[src/rtl/vector_cache_pkg.sv]
// Shared types and constants for the vector cache read path.
package vector_cache_pkg;

    localparam int SECTOR_NUM    = 8;
    localparam int ROB_DEPTH_DEF = 8;
    localparam int TXN_ID_W      = 8;
    localparam int DATA_W        = 32;

    // One sector of a cache line as it leaves a bank row lane.
    typedef struct packed {
        logic [TXN_ID_W-1:0] txn_id;
        logic [DATA_W-1:0]   data;
    } data_pld_t;

endpackage

[src/rtl/vec_rd_data_rob_if.sv]
// Allocation, sector-return and response signals of the read-data ROB.
interface vec_rd_data_rob_if #(
    parameter int ROB_DEPTH = vector_cache_pkg::ROB_DEPTH_DEF
) ();
    import vector_cache_pkg::*;

    localparam int IDX_W = $clog2(ROB_DEPTH);

    logic                         alloc_vld;
    logic                         alloc_rdy;
    logic [IDX_W-1:0]             alloc_id;
    logic [SECTOR_NUM-1:0]        data_in_vld;
    data_pld_t [SECTOR_NUM-1:0]   data_in;
    logic                         rsp_vld;
    logic                         rsp_rdy;
    logic [IDX_W-1:0]             rsp_id;
    data_pld_t [SECTOR_NUM-1:0]   rsp_data;
    logic [IDX_W:0]               occupancy;
    logic                         err_unexp;

    modport slave (
        input  alloc_vld, data_in_vld, data_in, rsp_rdy,
        output alloc_rdy, alloc_id, rsp_vld, rsp_id, rsp_data, occupancy, err_unexp
    );

    modport master (
        output alloc_vld, data_in_vld, data_in, rsp_rdy,
        input  alloc_rdy, alloc_id, rsp_vld, rsp_id, rsp_data, occupancy, err_unexp
    );

endinterface

[src/rtl/vec_rd_data_rob_slot.sv]
// One ROB slot: valid flag, per-sector fill mask and the collected line.
// A lane write is accepted only into an allocated slot whose sector is still empty;
// anything else is reported on err for the cycle it arrives.
module vec_rob_slot
    import vector_cache_pkg::*;
(
    input  logic                       clk,
    input  logic                       rst,
    input  logic                       alloc,
    input  logic                       retire,
    input  logic [SECTOR_NUM-1:0]      lane_we,
    input  data_pld_t [SECTOR_NUM-1:0] lane_data,
    output logic                       valid,
    output logic                       complete,
    output data_pld_t [SECTOR_NUM-1:0] line,
    output logic                       err
);

    logic [SECTOR_NUM-1:0] mask;
    logic [SECTOR_NUM-1:0] lane_ok;

    assign lane_ok  = lane_we & ~mask & {SECTOR_NUM{valid}};
    assign err      = |(lane_we & ~lane_ok);
    assign complete = &mask;

    // Slot ownership; a new allocation wins over a retire on the same edge.
    always_ff @(posedge clk) begin
        if (rst) begin
            valid <= 1'b0;
        end else if (alloc) begin
            valid <= 1'b1;
        end else if (retire) begin
            valid <= 1'b0;
        end
    end

    // Sector fill mask, emptied whenever the slot is handed out again.
    always_ff @(posedge clk) begin
        if (rst) begin
            mask <= '0;
        end else if (alloc) begin
            mask <= '0;
        end else begin
            mask <= mask | lane_ok;
        end
    end

    // Line storage; contents are only meaningful where the mask is set.
    always_ff @(posedge clk) begin
        for (int i = 0; i < SECTOR_NUM; i++) begin
            if (lane_ok[i]) begin
                line[i] <= lane_data[i];
            end
        end
    end

endmodule

[src/rtl/vec_rd_data_rob.sv]
// Read-data reorder buffer behind the west edge of an SRAM bank row.
// Slots are granted in order, filled by sector from any lane in any order,
// and retired strictly in allocation order once the head line is complete.
module vec_rd_data_rob
    import vector_cache_pkg::*;
#(
    parameter int ROB_DEPTH = ROB_DEPTH_DEF
) (
    input  logic            clk,
    input  logic            rst,
    vec_rd_data_rob_if.slave bus
);

    localparam int IDX_W = $clog2(ROB_DEPTH);
    localparam logic [IDX_W:0] DEPTH_CNT = (IDX_W+1)'(ROB_DEPTH);

    logic [IDX_W-1:0]           head;
    logic [IDX_W-1:0]           tail;
    logic [IDX_W:0]             count;
    logic                       alloc_rdy;
    logic                       rsp_vld;
    logic                       alloc_fire;
    logic                       retire_fire;
    logic                       err_unexp;

    logic [ROB_DEPTH-1:0]       slot_valid;
    logic [ROB_DEPTH-1:0]       slot_complete;
    logic [ROB_DEPTH-1:0]       slot_err;
    logic [ROB_DEPTH-1:0]       slot_alloc;
    logic [ROB_DEPTH-1:0]       slot_retire;
    logic [SECTOR_NUM-1:0]      slot_we   [ROB_DEPTH];
    data_pld_t [SECTOR_NUM-1:0] slot_line [ROB_DEPTH];

    // No bypass from a same-cycle retire: readiness looks only at the registered count.
    assign alloc_rdy   = (count < DEPTH_CNT);
    assign alloc_fire  = bus.alloc_vld & alloc_rdy;
    assign rsp_vld     = slot_valid[head] & slot_complete[head];
    assign retire_fire = rsp_vld & bus.rsp_rdy;

    assign bus.alloc_rdy = alloc_rdy;
    assign bus.alloc_id  = tail;
    assign bus.rsp_vld   = rsp_vld;
    assign bus.rsp_id    = head;
    assign bus.rsp_data  = slot_line[head];
    assign bus.occupancy = count;
    assign bus.err_unexp = err_unexp;

    // Steer each lane's sector to the slot named by the low bits of its txn_id.
    always_comb begin
        for (int j = 0; j < ROB_DEPTH; j++) begin
            slot_we[j] = '0;
            for (int i = 0; i < SECTOR_NUM; i++) begin
                slot_we[j][i] = bus.data_in_vld[i] &&
                                (bus.data_in[i].txn_id[IDX_W-1:0] == IDX_W'(j));
            end
        end
    end

    for (genvar g = 0; g < ROB_DEPTH; g++) begin : g_slot
        assign slot_alloc[g]  = alloc_fire  & (tail == IDX_W'(g));
        assign slot_retire[g] = retire_fire & (head == IDX_W'(g));

        vec_rob_slot u_slot (
            .clk      (clk),
            .rst      (rst),
            .alloc    (slot_alloc[g]),
            .retire   (slot_retire[g]),
            .lane_we  (slot_we[g]),
            .lane_data(bus.data_in),
            .valid    (slot_valid[g]),
            .complete (slot_complete[g]),
            .line     (slot_line[g]),
            .err      (slot_err[g])
        );
    end

    // Ring pointers and occupancy; alloc and retire together leave count unchanged.
    always_ff @(posedge clk) begin
        if (rst) begin
            head  <= '0;
            tail  <= '0;
            count <= '0;
        end else begin
            if (alloc_fire) begin
                tail <= tail + 1'b1;
            end
            if (retire_fire) begin
                head <= head + 1'b1;
            end
            case ({alloc_fire, retire_fire})
                2'b10:   count <= count + 1'b1;
                2'b01:   count <= count - 1'b1;
                default: count <= count;
            endcase
        end
    end

    // Sticky flag for any dropped sector (unallocated slot or duplicate lane).
    always_ff @(posedge clk) begin
        if (rst) begin
            err_unexp <= 1'b0;
        end else if (|slot_err) begin
            err_unexp <= 1'b1;
        end
    end

endmodule

[src/flat_wrapper.sv]
// flat-port wrapper written by rule: the top's interface ports become plain ports
module vec_rd_data_rob_flat import vector_cache_pkg::*;
#(
    parameter int ROB_DEPTH = ROB_DEPTH_DEF
)
  (clk, rst, bus_alloc_vld, bus_data_in_vld, bus_data_in, bus_rsp_rdy, bus_alloc_rdy, bus_alloc_id, bus_rsp_vld, bus_rsp_id, bus_rsp_data, bus_occupancy, bus_err_unexp);
  vec_rd_data_rob_if #(.ROB_DEPTH(ROB_DEPTH)) bus_i ();
  input  logic clk;
  input  logic rst;
  input wire logic [$bits(bus_i.alloc_vld)-1:0] bus_alloc_vld;
  input wire logic [$bits(bus_i.data_in_vld)-1:0] bus_data_in_vld;
  input wire logic [$bits(bus_i.data_in)-1:0] bus_data_in;
  input wire logic [$bits(bus_i.rsp_rdy)-1:0] bus_rsp_rdy;
  output wire logic [$bits(bus_i.alloc_rdy)-1:0] bus_alloc_rdy;
  output wire logic [$bits(bus_i.alloc_id)-1:0] bus_alloc_id;
  output wire logic [$bits(bus_i.rsp_vld)-1:0] bus_rsp_vld;
  output wire logic [$bits(bus_i.rsp_id)-1:0] bus_rsp_id;
  output wire logic [$bits(bus_i.rsp_data)-1:0] bus_rsp_data;
  output wire logic [$bits(bus_i.occupancy)-1:0] bus_occupancy;
  output wire logic [$bits(bus_i.err_unexp)-1:0] bus_err_unexp;
  assign bus_i.alloc_vld = bus_alloc_vld;
  assign bus_i.data_in_vld = bus_data_in_vld;
  assign bus_i.data_in = bus_data_in;
  assign bus_i.rsp_rdy = bus_rsp_rdy;
  assign bus_alloc_rdy = bus_i.alloc_rdy;
  assign bus_alloc_id = bus_i.alloc_id;
  assign bus_rsp_vld = bus_i.rsp_vld;
  assign bus_rsp_id = bus_i.rsp_id;
  assign bus_rsp_data = bus_i.rsp_data;
  assign bus_occupancy = bus_i.occupancy;
  assign bus_err_unexp = bus_i.err_unexp;
  vec_rd_data_rob #(.ROB_DEPTH(ROB_DEPTH)) u_core (.clk(clk), .rst(rst), .bus(bus_i));
endmodule
[config.mk]
export PLATFORM = sky130hd
export DESIGN_NAME = vec_rd_data_rob_flat
export DESIGN_NICKNAME = d
export VERILOG_FILES = /design/src/rtl/vector_cache_pkg.sv /design/src/rtl/vec_rd_data_rob_if.sv /design/src/rtl/vec_rd_data_rob_slot.sv /design/src/rtl/vec_rd_data_rob.sv /design/src/flat_wrapper.sv
export SDC_FILE = /design/constraint.sdc
export NUM_CORES = 2
export LEC_CHECK = 0
export BUFFER_PORTS_ARGS = -buffer_cell sky130_fd_sc_hd__buf_2
export CORE_AREA = 8 8 442 444
export DETAILED_ROUTE_END_ITERATION = 12
export DIE_AREA = 0 0 450 452
export PLACE_DENSITY = 0.73
export SLEW_MARGIN = 30
export SYNTH_ARGS = -nofsm -noshare
export SYNTH_HDL_FRONTEND = slang
export SYNTH_SLANG_ARGS = --single-unit
[constraint.sdc]
create_clock -name clk -period 5.9 [get_ports clk]
set_clock_uncertainty 0.05 [all_clocks]
set_input_delay 0.885 -clock clk [delete_from_list [all_inputs] [get_ports clk]]
set_output_delay 0.885 -clock clk [all_outputs]
set_load 0.05 [all_outputs]
After elaboration in Yosys (flattened, before gate mapping) --
Index checks and enable logic that the tools add are counted.
Storage, ports and cells: register bits after elaboration 2643, input bits 332, output and inout bits 333
Cells by class: add/subtract/negate cells 4, order comparisons 3, eq/ne operators 72, multiplexer cells 24, bitwise operators 68, reduce and logical (&&, ||, !) cells 100
Operator list (number):
- 320-bit binary-select mux with 3-bit select | 1
- 320-bit 2-to-1 mux | 2
- 8-bit AND | 24
- 8-bit NOT | 16
- 3-bit == test, second input constant | 40
- 1-bit logical AND | 64
- 8-bit bitwise OR | 8
- 8-bit AND reduction | 8
- 64-bit OR reduction | 1
- 3-bit by 2-bit == test with 1-bit output, second input constant | 20
- 3-bit by 1-bit == test with 1-bit output, second input constant | 10
- 3-bit zero test | 10
- 1-bit AND | 19
- 1-bit 2-to-1 mux | 18
- 2-bit nonzero test | 9
- 2-bit OR reduction | 8
- 4-bit case mux with 2 select lines | 1
- 3-bit by 1-bit adder with 3-bit output, second input constant | 2
- 1-bit binary-select mux with 3-bit select | 2
- 4-bit by 1-bit adder with 4-bit output, second input constant | 1
- 4-bit greater-or-equal comparator, second input constant | 1
- 3-bit by 4-bit < comparator with 1-bit output, second input constant | 1
- 4-bit < comparator, second input constant | 1
- 3-bit NOT with 4-bit output | 1
- other kinds (3) | 3

Depth between registers and ports, before layout --
depth after elaboration 8, depth in mapped cells 14

Modules after synthesis --
From an unflattened synthesis, not the netlist that was laid out.
Unflattened totals: cell total of the unflattened synthesis 5060, area total of the unflattened synthesis 100681.6 µm²
By module, submodules not included:
- vec_rob_slot | times used 8, cells each 379, area an instance 10043.4 µm², sequential area each 9789.4 µm²
- vec_rd_data_rob | times used 1, cells each 2028, area an instance 20334.5 µm², sequential area each 220.2 µm²

Worst setup path before layout --
No wires, ideal clock.
path type input-to-reg, start input port bus_data_in[192], end register u_core.g_slot[0].u_slot.line[160] in the netlist's numbering (enable), arrival 5.722 ns, required time 5.297 ns, setup slack -0.425 ns, stages 3, path through clkbuf_1 or3b_2 nor4b_1
On the way: word-level cells in the longest chain between the ends 4
Ends and longest elaborated chain:
- from (decl) | RTL line flat_wrapper.sv:12 | input wire logic [$bits(bus_i.data_in)-1:0] bus_data_in;
- 3-bit zero test | RTL line vec_rd_data_rob.sv:54 | (bus.data_in[i].txn_id[IDX_W-1:0] == IDX_W'(j));
- 1-bit logical AND | RTL line vec_rd_data_rob.sv:53 | slot_we[j][i] = bus.data_in_vld[i] &&
- 8-bit AND (2 in series) | RTL line vec_rd_data_rob_slot.sv:22 | assign lane_ok = lane_we & ~mask & {SECTOR_NUM{valid}};
- via u_core.g_slot[0].u_slot.lane_ok[4] | RTL line vec_rd_data_rob_slot.sv:20 | logic [SECTOR_NUM-1:0] lane_ok;
- to (signal, indexed assignment) | RTL line vec_rd_data_rob_slot.sv:52 | line[i] <= lane_data[i];
- to (decl) | RTL line vec_rd_data_rob_slot.sv:15 | output data_pld_t [SECTOR_NUM-1:0] line,
The timed path passes the listed nets, and every way through them passes these cells. A chain may end at the register's enable or synchronous reset.

Final worst setup path --
start register u_core.head[0] (netlist: u_core.bus.rsp_id[0]), end output port bus_rsp_data[16]
On the way: word-level cells in the longest chain between the ends 4
Ends and longest elaborated chain:
- from (decl) | RTL line vec_rd_data_rob.sv:17 | logic [IDX_W-1:0] head;
- from (signal assigned) | RTL line vec_rd_data_rob.sv:88 | head <= head + 1'b1;
- 3-bit NOT with 4-bit output (not written as such) | RTL line vec_rd_data_rob.sv:44 | assign bus.rsp_data = slot_line[head];
- 320-bit binary-select mux with 3-bit select | RTL line vec_rd_data_rob.sv:44
- 320-bit 2-to-1 mux (not written as such) (2 in series) | RTL line vec_rd_data_rob.sv:44
- to (decl) | RTL line flat_wrapper.sv:18 | output wire logic [$bits(bus_i.rsp_data)-1:0] bus_rsp_data;
No other way between the ends. The select of a mux whose other input is x is not followed.

==> run metrics <==
outcome complete, no violations; Compound-Gate Fraction of Synth Area 0.872%; Placed Area 0.108 mm2; WL final 257 mm; PD cells 322 mW/mm2; clk buf depth 4; Worst setup SP type flip-flop; fin cells 8639; commonest non-fill, non-tap cell in the layout edfxtp_1; Final Max Slew Viols 0; top cell family by delay on the critical path buffers and inverters; WS Path Type flip-flop to primary output; antenna-violating nets left 0; Max FO, Critical Path 83; Hold WC Path Type input pin to flip-flop; Yosys reg bits 2643; Crit path arrival time 3.71 ns; Place WS 2.14 ns; drt via density 6.05; Final Net Count 6210; post-route setup TNS 0 ns; post-synthesis mux area share 14.4%; total power 37.5 mW; Synth Net Count 5400; area grow syn2layout 15.5%; placed cell count 8086; # rows 160; Post-Synth Adder-Cell Area 0.206%; Post-Synth Simple-Gate Area 5.32%; core area 0.189 mm2; Post-synth EDFFs 2560; Peak VDD IR 312 uV; initial antenna violation count 124; RSZ-0062 raised after global routing false; Total GRT Usage 24.7%; Leak 37.9 nW; post-synthesis xor/xnor area fraction 0.0347%; routability cong. 0.941; share of layout cells above drive strength 1 30.6%; initial DRC count 5430; largest family of logic cells by synthesized area multiplexers; worst stage delay on the critical path 0.77 ns; gr ovfl total 0; clk_lat worst skew 0.92 ns; Die ar. 0.203 mm2; Synth async-reset ratio 0%; Final min period 4.65 ns; drc violations 0; CTS clk-pin slew, worst paths 0.06 ns; routed length per instance 29.7 um; max-cap viol count 0; vias in the first global route 52.8k; starting density of the core 53.5%; synthesis warning total 0; fmax 0.215 GHz; # H-tree levels 5; Fillers 13.0k; CP max-delay cell dfxtp_4; area of the multi-input gates 0.0214 mm2; Post-CTS Setup Bufs 0; DR pass1 iterations 6; pin count of the biggest net entering global routing 157; Setup-failing EPs final 0; Die Ht 452 um; via count 52.3k; crit end category primary output; setup ws final 1.25 ns; CTS tree built; post_cts resized 0; Cells after Synth 5052; Slew HR 30.1%; die span in x 450 um; slew at the pin with the worst max-slew slack 1.05 ns; I/O Pins 665; root buf cell clkbuf_16; Mean Syn Cell Area 20.0 um2; post-route clock period utilization 78.8%; CTS sink count 2643; ys flop type edfxtp_1; Seq/Total Area, Yosys 77.9%; Hold Buf Count CTS 0; Port Buffer Count 664; register area 0.0785 mm2; crit path buf inv count 3; library cells used by synthesis 60; detailed placement HPWL 152 mm; critical path data required time 4.97 ns; Critical Path, Cell by Cell buf_12 > buf_12 > mux4_2 > nand2_1 > nand2_1 > buf_2; first-pass GRT wire length 367 mm; commonest non-fill, non-tap cells in the layout edfxtp_1, nand2_1, buf_2; CTS Buf Count 281; fin area 0.116 mm2; Syn Std Cell Area 0.101 mm2; final hold viol count 0
-- state kept, by name, indices dropped and copies added (netlist names) --
| signal | cells |
|---|---|
| u_core.g_slot.u_slot.line | 2560 |
| u_core.bus.err_unexp | 1 |
| u_core.g_slot.u_slot.valid | 8 |
| u_core.g_slot.u_slot.mask | 64 |
| u_core.bus.alloc_id | 3 |
| u_core.bus.occupancy | 4 |
| u_core.bus.rsp_id | 3 |
-- worst register-to-register path: stages (launching register included) --
cell and delay [ns]:
dfxtp_1 0.72, inv_1 0.52, mux4_2 0.64, nor3_1 0.21, a41o_1 0.18, ha_1 0.23
ha_1 0.24, a21o_1 0.17, a21oi_1 0.17, xnor2_1 0.09, or3_1 0.30, a21oi_1 0.17
-- Yosys cell counts (2+ instances only) --
master | instances | area [um2]
nor3b_1 | 4 | 30.0
ha_1 | 15 | 188
buf_2 | 60 | 300
a21oi_1 | 64 | 320
a41oi_1 | 4 | 35.0
a211oi_1 | 5 | 37.5
dfxtp_1 | 83 | 1660
buf_1 | 46 | 173
nor2b_1 | 14 | 87.6
or3_1 | 4 | 25.0
a21o_1 | 2 | 15.0
a311oi_1 | 2 | 17.5
mux4_2 | 642 | 14500
xor2_1 | 2 | 17.5
and3_1 | 7 | 43.8
o31ai_1 | 2 | 15.0
buf_4 | 25 | 188
nor4b_1 | 5 | 43.8
clkbuf_1 | 118 | 443
o21ai_0 | 10 | 50.1
nor4_1 | 17 | 106
and4b_1 | 3 | 30.0
nand3_1 | 39 | 195
nand3b_1 | 10 | 75.1
o311ai_0 | 4 | 35.0
xnor2_1 | 2 | 17.5
inv_2 | 3 | 11.3
or3b_2 | 3 | 26.3
and4_1 | 2 | 17.5
a31oi_1 | 13 | 81.3
inv_1 | 52 | 195
a21boi_0 | 2 | 15.0
nand2_1 | 996 | 3740
nand2b_1 | 14 | 87.6
a32oi_1 | 5 | 43.8
o2111ai_1 | 2 | 17.5
nor2_1 | 113 | 424
edfxtp_1 | 2560 | 76900
and2_1 | 6 | 37.5
o21a_1 | 5 | 37.5
o211ai_1 | 13 | 97.6
nand4_1 | 35 | 219
nor3_1 | 22 | 110
-- path summary, 6_finish.rpt --
kind / from / end / slack [ns] / cells after the start
worst max-delay path: u_core.bus.rsp_id[0]$_SDFFE_PP0P_ / bus_rsp_data[16] / 1.25 / 6
worst min-delay path: bus_data_in[91] / u_core.g_slot[4].u_slot.line[91]$_DFFE_PP_ / 0.17 / 1
worst max register to register: u_core.g_slot[5].u_slot.valid$_SDFFE_PP0P_ / u_core.bus.occupancy[3]$_SDFFE_PP0P_ / 2.15 / 11
worst min register to register: u_core.g_slot[1].u_slot.mask[5]$_SDFF_PP0_ / u_core.g_slot[1].u_slot.mask[5]$_SDFF_PP0_ / 0.46 / 1
-- area by class of cell --
type                    instances  share of cell area (%)
multi-input cells            2103                    18.4
well taps                    2511                    2.70
diodes                         69                   0.148
repair buffers                777                    3.92
flip-flops and latches       2643                    67.5
clock buffers                 346                    6.36
inverters                      56                   0.189
clock inverters               134                   0.813
-- stage by stage --
stage,util [%],hold slack [ns]
floorplan,-,0.398
global placement,57.1,0.422
detailed placement,57.2,0.436
CTS,61.6,0.102
global route,61.7,0.133
finish,61.7,0.169
-- report_power, final --
group	internal (mW)	switching, mW
clock network	9.36	6.85
registers	20.6	0.0267
logic	0.161	0.489
-- cells by family (layout without fill, tap and decap cells) --
group,Yosys count,count (layout)
AO/OA/AOI/OAI,140,140
XOR/XNOR,4,4
adder cells (fa/ha/maj),16,16
buffers and inverters,306,1313
flip-flops,2643,2643
multiplexers,643,643
other,0,69
AND/OR/NAND/NOR,1300,1300
-- layer usage --
metal | routed length, um | GRT usage (%) | vias up
li1 | - | - | 21900
met1 | 93500 | 31.4 | 27200
met2 | 127000 | 40.0 | 2586
met3 | 22400 | 5.90 | 599
met4 | 13500 | 12.5 | 36
met5 | 243 | 0 | -
Note: power is estimated with default switching activity, not from simulation.
